===== src/rtl/mem_stage.sv =====
`timescale 1ns/1ps
// Pipeline memory-access stage: word load/store over a ready/valid data port,
// writeback selection, stall generation and access timeout.
module mem_stage #(
  parameter int         TIMEOUT = 16,
  parameter logic [1:0] RES_ALU = 2'b00,
  parameter logic [1:0] RES_MEM = 2'b01,
  parameter logic [1:0] RES_PC  = 2'b10
) (
  input  logic        clk,
  input  logic        rst,
  input  logic        in_valid,
  input  logic        rd_write_enable,
  input  logic [4:0]  rd_write_addr,
  input  logic [1:0]  res_src,
  input  logic        mem_write_enable,
  input  logic [31:0] exec_out,
  input  logic [31:0] mem_write_data,
  input  logic [31:0] next_pc,
  output logic        mem_stall,
  output logic        dmem_req,
  output logic        dmem_we,
  output logic [31:0] dmem_addr,
  output logic [31:0] dmem_wdata,
  input  logic        dmem_ready,
  input  logic        dmem_rvalid,
  input  logic [31:0] dmem_rdata,
  output logic        wb_valid,
  output logic        wb_rd_we,
  output logic [4:0]  wb_rd_addr,
  output logic [31:0] wb_data,
  output logic        misalign_err,
  output logic        bus_err
);
  localparam int CW = (TIMEOUT > 2) ? $clog2(TIMEOUT) : 1;

  typedef enum logic [1:0] {IDLE = 2'd0, REQ = 2'd1, RESP = 2'd2} state_t;

  state_t        state_reg, state_next;
  logic [CW-1:0] cnt_reg;
  logic [31:0]   addr_reg, wdata_reg;
  logic          we_reg, rd_we_reg;
  logic [4:0]    rd_addr_reg;

  logic          wb_valid_reg, wb_valid_next;
  logic          wb_rd_we_reg, wb_rd_we_next;
  logic [4:0]    wb_rd_addr_reg, wb_rd_addr_next;
  logic [31:0]   wb_data_reg, wb_data_next;
  logic          misalign_reg, misalign_next;
  logic          bus_err_reg, bus_err_next;

  logic memop, aligned, idle, issue, timeout_hit, done, abort;

  assign memop       = in_valid & (mem_write_enable | (res_src == RES_MEM));
  assign aligned     = (exec_out[1:0] == 2'b00);
  assign idle        = (state_reg == IDLE);
  assign issue       = idle & memop & aligned;
  assign timeout_hit = (cnt_reg == CW'(TIMEOUT - 1));
  // A store completes on ready; a load completes only when its data arrives.
  assign done  = ((state_reg == REQ) & dmem_ready & (we_reg | dmem_rvalid))
               | ((state_reg == RESP) & dmem_rvalid);
  assign abort = ~idle & ~done & timeout_hit;

  always_ff @(posedge clk) begin
    if (rst) begin
      state_reg      <= IDLE;
      cnt_reg        <= '0;
      addr_reg       <= '0;
      wdata_reg      <= '0;
      we_reg         <= 1'b0;
      rd_we_reg      <= 1'b0;
      rd_addr_reg    <= '0;
      wb_valid_reg   <= 1'b0;
      wb_rd_we_reg   <= 1'b0;
      wb_rd_addr_reg <= '0;
      wb_data_reg    <= '0;
      misalign_reg   <= 1'b0;
      bus_err_reg    <= 1'b0;
    end else begin
      state_reg <= state_next;
      if (issue) begin
        cnt_reg     <= '0;
        addr_reg    <= exec_out;
        wdata_reg   <= mem_write_data;
        we_reg      <= mem_write_enable;
        rd_we_reg   <= rd_write_enable;
        rd_addr_reg <= rd_write_addr;
      end else if (!idle) begin
        cnt_reg <= cnt_reg + CW'(1);
      end
      wb_valid_reg   <= wb_valid_next;
      wb_rd_we_reg   <= wb_rd_we_next;
      wb_rd_addr_reg <= wb_rd_addr_next;
      wb_data_reg    <= wb_data_next;
      misalign_reg   <= misalign_next;
      bus_err_reg    <= bus_err_next;
    end
  end

  always_comb begin
    state_next = state_reg;
    case (state_reg)
      IDLE:    if (issue) state_next = REQ;
      REQ:     if (done || abort) state_next = IDLE;
               else if (dmem_ready) state_next = RESP;
      RESP:    if (done || abort) state_next = IDLE;
      default: state_next = IDLE;
    endcase
  end

  always_comb begin
    mem_stall       = issue | ~idle;
    dmem_req        = (state_reg == REQ);
    wb_valid_next   = 1'b0;
    wb_rd_we_next   = 1'b0;
    wb_rd_addr_next = '0;
    wb_data_next    = '0;
    misalign_next   = 1'b0;
    bus_err_next    = 1'b0;
    if (idle && in_valid && !memop) begin
      wb_valid_next   = 1'b1;
      wb_rd_we_next   = rd_write_enable;
      wb_rd_addr_next = rd_write_addr;
      // The reserved res_src code falls back to the ALU result.
      case (res_src)
        RES_ALU: wb_data_next = exec_out;
        RES_PC:  wb_data_next = next_pc;
        default: wb_data_next = exec_out;
      endcase
    end else if (idle && memop && !aligned) begin
      wb_valid_next   = 1'b1;
      wb_rd_addr_next = rd_write_addr;
      misalign_next   = 1'b1;
    end else if (done) begin
      wb_valid_next   = 1'b1;
      wb_rd_we_next   = rd_we_reg;
      wb_rd_addr_next = rd_addr_reg;
      wb_data_next    = we_reg ? 32'h0 : dmem_rdata;
    end else if (abort) begin
      wb_valid_next   = 1'b1;
      wb_rd_addr_next = rd_addr_reg;
      bus_err_next    = 1'b1;
    end
  end

  assign dmem_we      = we_reg;
  assign dmem_addr    = addr_reg;
  assign dmem_wdata   = wdata_reg;
  assign wb_valid     = wb_valid_reg;
  assign wb_rd_we     = wb_rd_we_reg;
  assign wb_rd_addr   = wb_rd_addr_reg;
  assign wb_data      = wb_data_reg;
  assign misalign_err = misalign_reg;
  assign bus_err      = bus_err_reg;
endmodule

===== config.mk =====
export PLATFORM = sky130hd
export DESIGN_NAME = mem_stage
export DESIGN_NICKNAME = d
export VERILOG_FILES = /design/src/rtl/mem_stage.sv
export SDC_FILE = /design/constraint.sdc
export NUM_CORES = 1
export LEC_CHECK = 0
export CORE_MARGIN = 10
export CORE_UTILIZATION = 33
export CTS_CLUSTER_DIAMETER = 50
export DETAILED_ROUTE_END_ITERATION = 8
export GPL_ROUTABILITY_DRIVEN = 0
export PLACE_DENSITY = 0.71
export SYNTH_ARGS = -nofsm -noshare
export SYNTH_HDL_FRONTEND = slang
export SYNTH_SLANG_ARGS = --single-unit

===== constraint.sdc =====
create_clock -name clk -period 2 [get_ports clk]
set_clock_uncertainty 0.05 [all_clocks]
set_input_delay 0.6 -clock clk [delete_from_list [all_inputs] [get_ports clk]]
set_output_delay 0.6 -clock clk [all_outputs]
set_load 0.005 [all_outputs]

==> metrics, run 1 <==
core area=13,200 sq um; final hold violations=0; crit path max fanout=2; part of the cycle the worst path needs=97.8%; PD cells=795 nW/um^2; CP startpoint kind=input pin; Worst VDD drop=0.433 mV; LEAKAGE=2.85 nW; Syn Inst Count=474; Ant. Diodes=0; worst setup slack after placement=-718 ps; path type of the worst setup path=input pin to primary output; Placed Instances=888; vias per inst=4.77; top-level I/O count=250; Routed Antenna Nets=0; vias in the first global route=4,431; final instance area=7850 sq um; area grow syn2layout=77.6%; total iterations of the first detailed-routing run=4; layout cells sized above 1=11.5%; CP endpoint=mem_stall; wire per inst=17.8 um; Die Y=136 um; final net count=880; grt met2 use=29.2%; worst slew pin tran=749 ps; final wirelength=16.5 mm; mapped cell area=4420 sq um; Hold WC Path Type=flop to flop; GRT Util Overall=17.2%; clock root cell=clkbuf_16; register area=2370 sq um; clock latency on the worst-skew pair=400 ps; full die area=18,400 sq um; RR Startpoint=state_reg[1]$_SDFFE_PP0P_; switching portion of total power=21.6%; CTS Buf Count=17; final setup fails=0; Worst Setup SP=exec_out[1]; sequential power share=39.2%; Int Pwr=4.90 mW; reg2reg end=wb_data[4]$_SDFF_PP0_; met1 usage=18.3%; TritonCTS clock tree=yes; Initial Util=33.5%; combinational power share=11.5%; Crit. End Element=primary output; status=complete, no violations; DP Area=7210 sq um; Worst R2R Setup Slack=290 ps; Setup WS post-layout=43.8 ps; unrepaired setup endpoints after global routing=yes; Die X=136 um; Achievable Freq=0.511 GHz; Most Used Layer, Global Route=met2; clock share of power=49.3%; DR DRC count=0; syn_nets=617; drt initial violations=195; DR vias=4,417; FP Rows=42; crit path time final=1960 ps; clk sinks=118; sequential element share of the synthesized area=53.4%; Hold WS=401 ps; fillers=1,131; initial antenna violation count=0; Layout Cells excl Fill=926; multi-input logic area=1900 sq um; Post-Synthesis Mean Instance Area=9.33 sq um; Worst EP required=1350 ps; Syn. warnings=0; H-tree Lvls=4; worst hold path cell count=2; total global routing overflow=0; M3 GR Usage=8.35%; Slew Limit Fails=0; post-DP HPWL=12.6 mm; largest net degree at the start of global routing=71; number of synthesized register bits=118; FF-to-FF path depth=7; WP data arrival=1310 ps; Distinct cells, synth=33; max_slew headroom=50.1%; Buffers on Ports=249; Pwr Total=6.25 mW; first-pass GRT wire length=24.6 mm; Clock transition at path regs=50 ps; Max-Cap Viols=0; Longest Clk Path Bufs=2; P_sw=1.35 mW
cell usage after synthesis (all sizes together):
cell type  count  area share (%)
a211oi         1            0.28
a21oi         72             8.2
a221oi         1            0.34
a22o           6             1.2
a32oi          1            0.20
and2b          2            0.40
buf           13             2.2
clkbuf        22             1.9
dfxtp        118              53
ha             1            0.28
mux2i         33             7.5
nand2        141              12
nand3b         2            0.34
nor2           4            0.34
nor2b          2            0.28
nor3           5            0.57
nor3b          4            0.93
nor4           2            0.28
nor4b          1            0.54
o2111a         1            0.25
o2111ai        2            0.40
o211a          1            0.23
o211ai         1            0.17
o21a           1            0.17
o21ai          2            0.23
o2bb2ai       32             6.8
xor2           3            0.59
routing by layer:
metal | up-vias | share of wire, %
met5 | - | 0
met4 | 0 | 1.0
li1 | 2162 | -
met2 | 178 | 50
met3 | 9 | 10
met1 | 2068 | 39
worst min path at each step:
stage                                  endpoint                         from  slack, ps
floorplan                rd_we_reg$_SDFFE_PP0P_       rd_we_reg$_SDFFE_PP0P_        390
global placement    dmem_wdata[29]$_SDFFE_PP0P_  dmem_wdata[29]$_SDFFE_PP0P_        390
detailed placement   dmem_addr[31]$_SDFFE_PP0P_   dmem_addr[31]$_SDFFE_PP0P_        400
CTS                  dmem_addr[31]$_SDFFE_PP0P_   dmem_addr[31]$_SDFFE_PP0P_        400
global route         dmem_addr[31]$_SDFFE_PP0P_   dmem_addr[31]$_SDFFE_PP0P_        420
finish                dmem_addr[7]$_SDFFE_PP0P_    dmem_addr[7]$_SDFFE_PP0P_        400
area by class of cell:
cell class                      instances  area share (%)
Multi-Input combinational cell        321            24.2
Sequential cell                       118            30.1
Clock buffer                           20            5.82
Clock inverter                         12            1.93
Tap cell                              176            2.80
Timing Repair Buffer                  279            35.2
worst max-delay path: stages:
cell and delay [ps]:
clkdlybuf4s15_2 220, nor2_2 140, o211ai_1 150, nand2_2 100
buf_6 100
cell families after synthesis:
logic type	count (synthesis)	share of synthesized area [%]
simple gates	163	15.7
mux	33	7.47
xor+xnor	3	0.595
flops	118	53.4
fa+ha+maj	1	0.283
buf+inv	35	4.10
compound gates	121	18.5
cell usage in the layout, fill, tap and decap left out, drive strengths merged, types with 3 or more instances in the layout:
master	n
xor2	3
clkdlybuf4s50	239
clkinv	6
dfxtp	118
a21oi	72
buf	34
nor3	5
clkdlybuf4s15	3
nor3b	4
nand2	141
o2bb2ai	32
clkbuf	22
bufinv	3
a22o	6
mux2i	33
nor2	4
power groups by stage:
| stage | Clock, mW | Combinational (mW) | Sequential (mW) |
|---|---|---|---|
| 3_3_place_gp | 0 | 0.705 | 2.49 |
| 4_1_cts | 3.15 | 0.725 | 2.45 |
| 3_5_place_dp | 0 | 0.716 | 2.50 |
| 5_1_grt | 3.27 | 0.770 | 2.45 |
| 6_report | 3.08 | 0.719 | 2.45 |
| 2_1_floorplan | 0 | 0.202 | 2.50 |
through the flow:
stage / utilization, % / setup TNS [ps]
floorplan: - / -70.5
global placement: 54.6 / -40620
detailed placement: 54.6 / -45470
CTS: 59.5 / 0
global route: 59.5 / -2.55
finish: 59.5 / 0
repair_timing:
item	4_1_cts	5_1_grt
gates resized for setup	26	7
hold buffers	0	0
setup buffers	5	1
pin swaps	3	4
setup endpoints to repair	73	8
No activity file was read; power rests on OpenSTA's default activity.
==> run 2, diff against run 1 <==
- CORE_MARGIN: 10 -> unset
- PLACE_DENSITY: 0.71 -> 0.68
- clock period: 2 -> 2.5 ns (I/O delays scaled with it)
==> metrics, run 2 (synthesis gave the netlist of run 1 again) <==
status=complete, no violations; most common cell after layout, fill and taps aside=clkdlybuf4s50_1; CP startpoint kind=flop; Setup WS post-layout=79.3 ps (+35.5 ps); post-DP HPWL=10.6 mm (-16%); LEAKAGE=2.76 nW (-3.4%); hold_buf cts=0 (unchanged); Hold WC Path Type=flop to flop; final wirelength=14.5 mm (-12%); part of the cycle the worst path needs=96.8%; Max-Cap Viols=0 (unchanged); largest net degree at the start of global routing=71 (unchanged); Die Y=118 um (-13%); Worst EP required=1700 ps (+350 ps); Placed Instances=877 (-1.2%); path type of the worst setup path=flop to primary output; Worst VDD drop=0.469 mV (+8.5%); H-tree Lvls=4 (unchanged); drt initial violations=234 (+20%); total global routing overflow=0 (unchanged); commonest cells after routing, fill and taps aside=241 x clkdlybuf4s50_1, 141 x nand2_1, 117 x dfxtp_1; vias in the first global route=4,415 (-0.36%); layout cells sized above 1=8.15% (-3.3 points); RR Startpoint=state_reg[1]$_SDFFE_PP0P_; clock root cell=clkbuf_16; core area=12,800 sq um (-2.8%); initial antenna violation count=1 (+1); Routed Antenna Nets=0 (unchanged); Initial Util=34.5% (+0.95 points); wire per inst=16.0 um (-10%); Worst Setup SP=state_reg[1]$_SDFFE_PP0P_; Longest Clk Path Bufs=2 (unchanged); Layout Cells excl Fill=908 (-1.9%); vias per inst=4.80 (+0.57%); PD cells=601 nW/um^2 (-24%); unrepaired setup endpoints after global routing=no; Met1 Wirelength=5.68 mm (-12%); Pwr Total=4.59 mW (-26%); Die X=118 um (-13%); top routing layer in use=met5; GRT Util Overall=21.2% (+4.1 points); final core utilization=59.6% (about the same); Achievable Freq=0.413 GHz; Hold WS=401 ps (-0.0810 ps); final setup fails=0 (unchanged); DR vias=4,356 (-1.4%); WP data arrival=1620 ps (+310 ps); first-pass GRT wire length=23.0 mm (-6.3%); full die area=13,900 sq um (-25%); worst slew pin tran=771 ps (+21.7 ps); area grow syn2layout=72.9%; CTS Buf Count=17 (unchanged); final hold violations=0 (unchanged); crit path max fanout=8 (+6); clk sinks=118 (unchanged); DR WL met2=6.97 mm (-15%); Clock transition at path regs=50 ps (about the same); Buffers on Ports=249 (unchanged); TritonCTS clock tree=yes; DR DRC count=0 (unchanged); DR WL met3=1.38 mm (-19%); crit path time final=2420 ps; Worst Hold Launch=dmem_addr[13]$_SDFFE_PP0P_; Slew Limit Fails=0 (unchanged); top-level I/O count=250 (unchanged); max_slew headroom=48.6% (-1.4 points); worst setup slack after placement=-590 ps (+128 ps); final net count=869 (-1.3%); clock latency on the worst-skew pair=410 ps (about the same); FP Rows=41 (-2.4%); total iterations of the first detailed-routing run=4 (unchanged); Ant. Diodes=0 (unchanged); Crit. End Element=primary output
## run 2: cell count changes in the layout (fill, tap and decap cells not counted), sizes merged
cell,change
inv,-1
bufinv,-3
clkdlybuf4s50,+2
dlygate4sd2,+4
clkbuf,+1
buf,-13
dlymetal6s2s,+1
clkdlybuf4s15,-3
clkinvlp,-2
## run 2: critical path, stage by stage (launching register included)
cell,delay [ps]
dfxtp_1,390
and2b_4,290
clkdlybuf4s50_1,530
## run 2: cell type report
cell class	count	area (sq um)
sequential	118	2360
clock buffer	23	468
tap	172	215
multi-input combinational	321	1890
clock inverter	6	30.0
timing repair buffer	268	2670
fill	1106	5180
## run 2: path summary, 6_finish.rpt
path | cells past startpoint | endpoint | slack [ps]
max | 2 | dmem_req | 80
min | 2 | dmem_addr[13]$_SDFFE_PP0P_ | 400
max reg2reg | 5 | dmem_addr[19]$_SDFFE_PP0P_ | 630
min reg2reg | 2 | dmem_addr[13]$_SDFFE_PP0P_ | 400
## run 2: repair_timing
action,4_1_cts,5_1_grt
setup buffers,2,0
pin swaps,3,2
gates resized for setup,13,1
endpoints found under the setup margin,2,1
gates cloned,0,0
## run 2: report_power, final
group	internal [mW]	switching [mW]
logic	0.353	0.200
clock network	1.29	0.795
registers	1.94	0.0238
total	3.58	1.02
## run 2: through the flow
stage,area [sq um],setup TNS [ps]
after global routing,7640,0
after CTS,7640,0
after detailed placement,7130,-14660
final,7640,0
after global placement,7130,-10690
after floorplan,4420,0
## run 2: routing by layer
layer  global-route usage, %  vias to the layer above
li1                        -                     2145
met4                    11.0                        2
met5                       0                        -
met3                    9.30                       37
met1                    22.2                     1978
met2                    35.9                      194
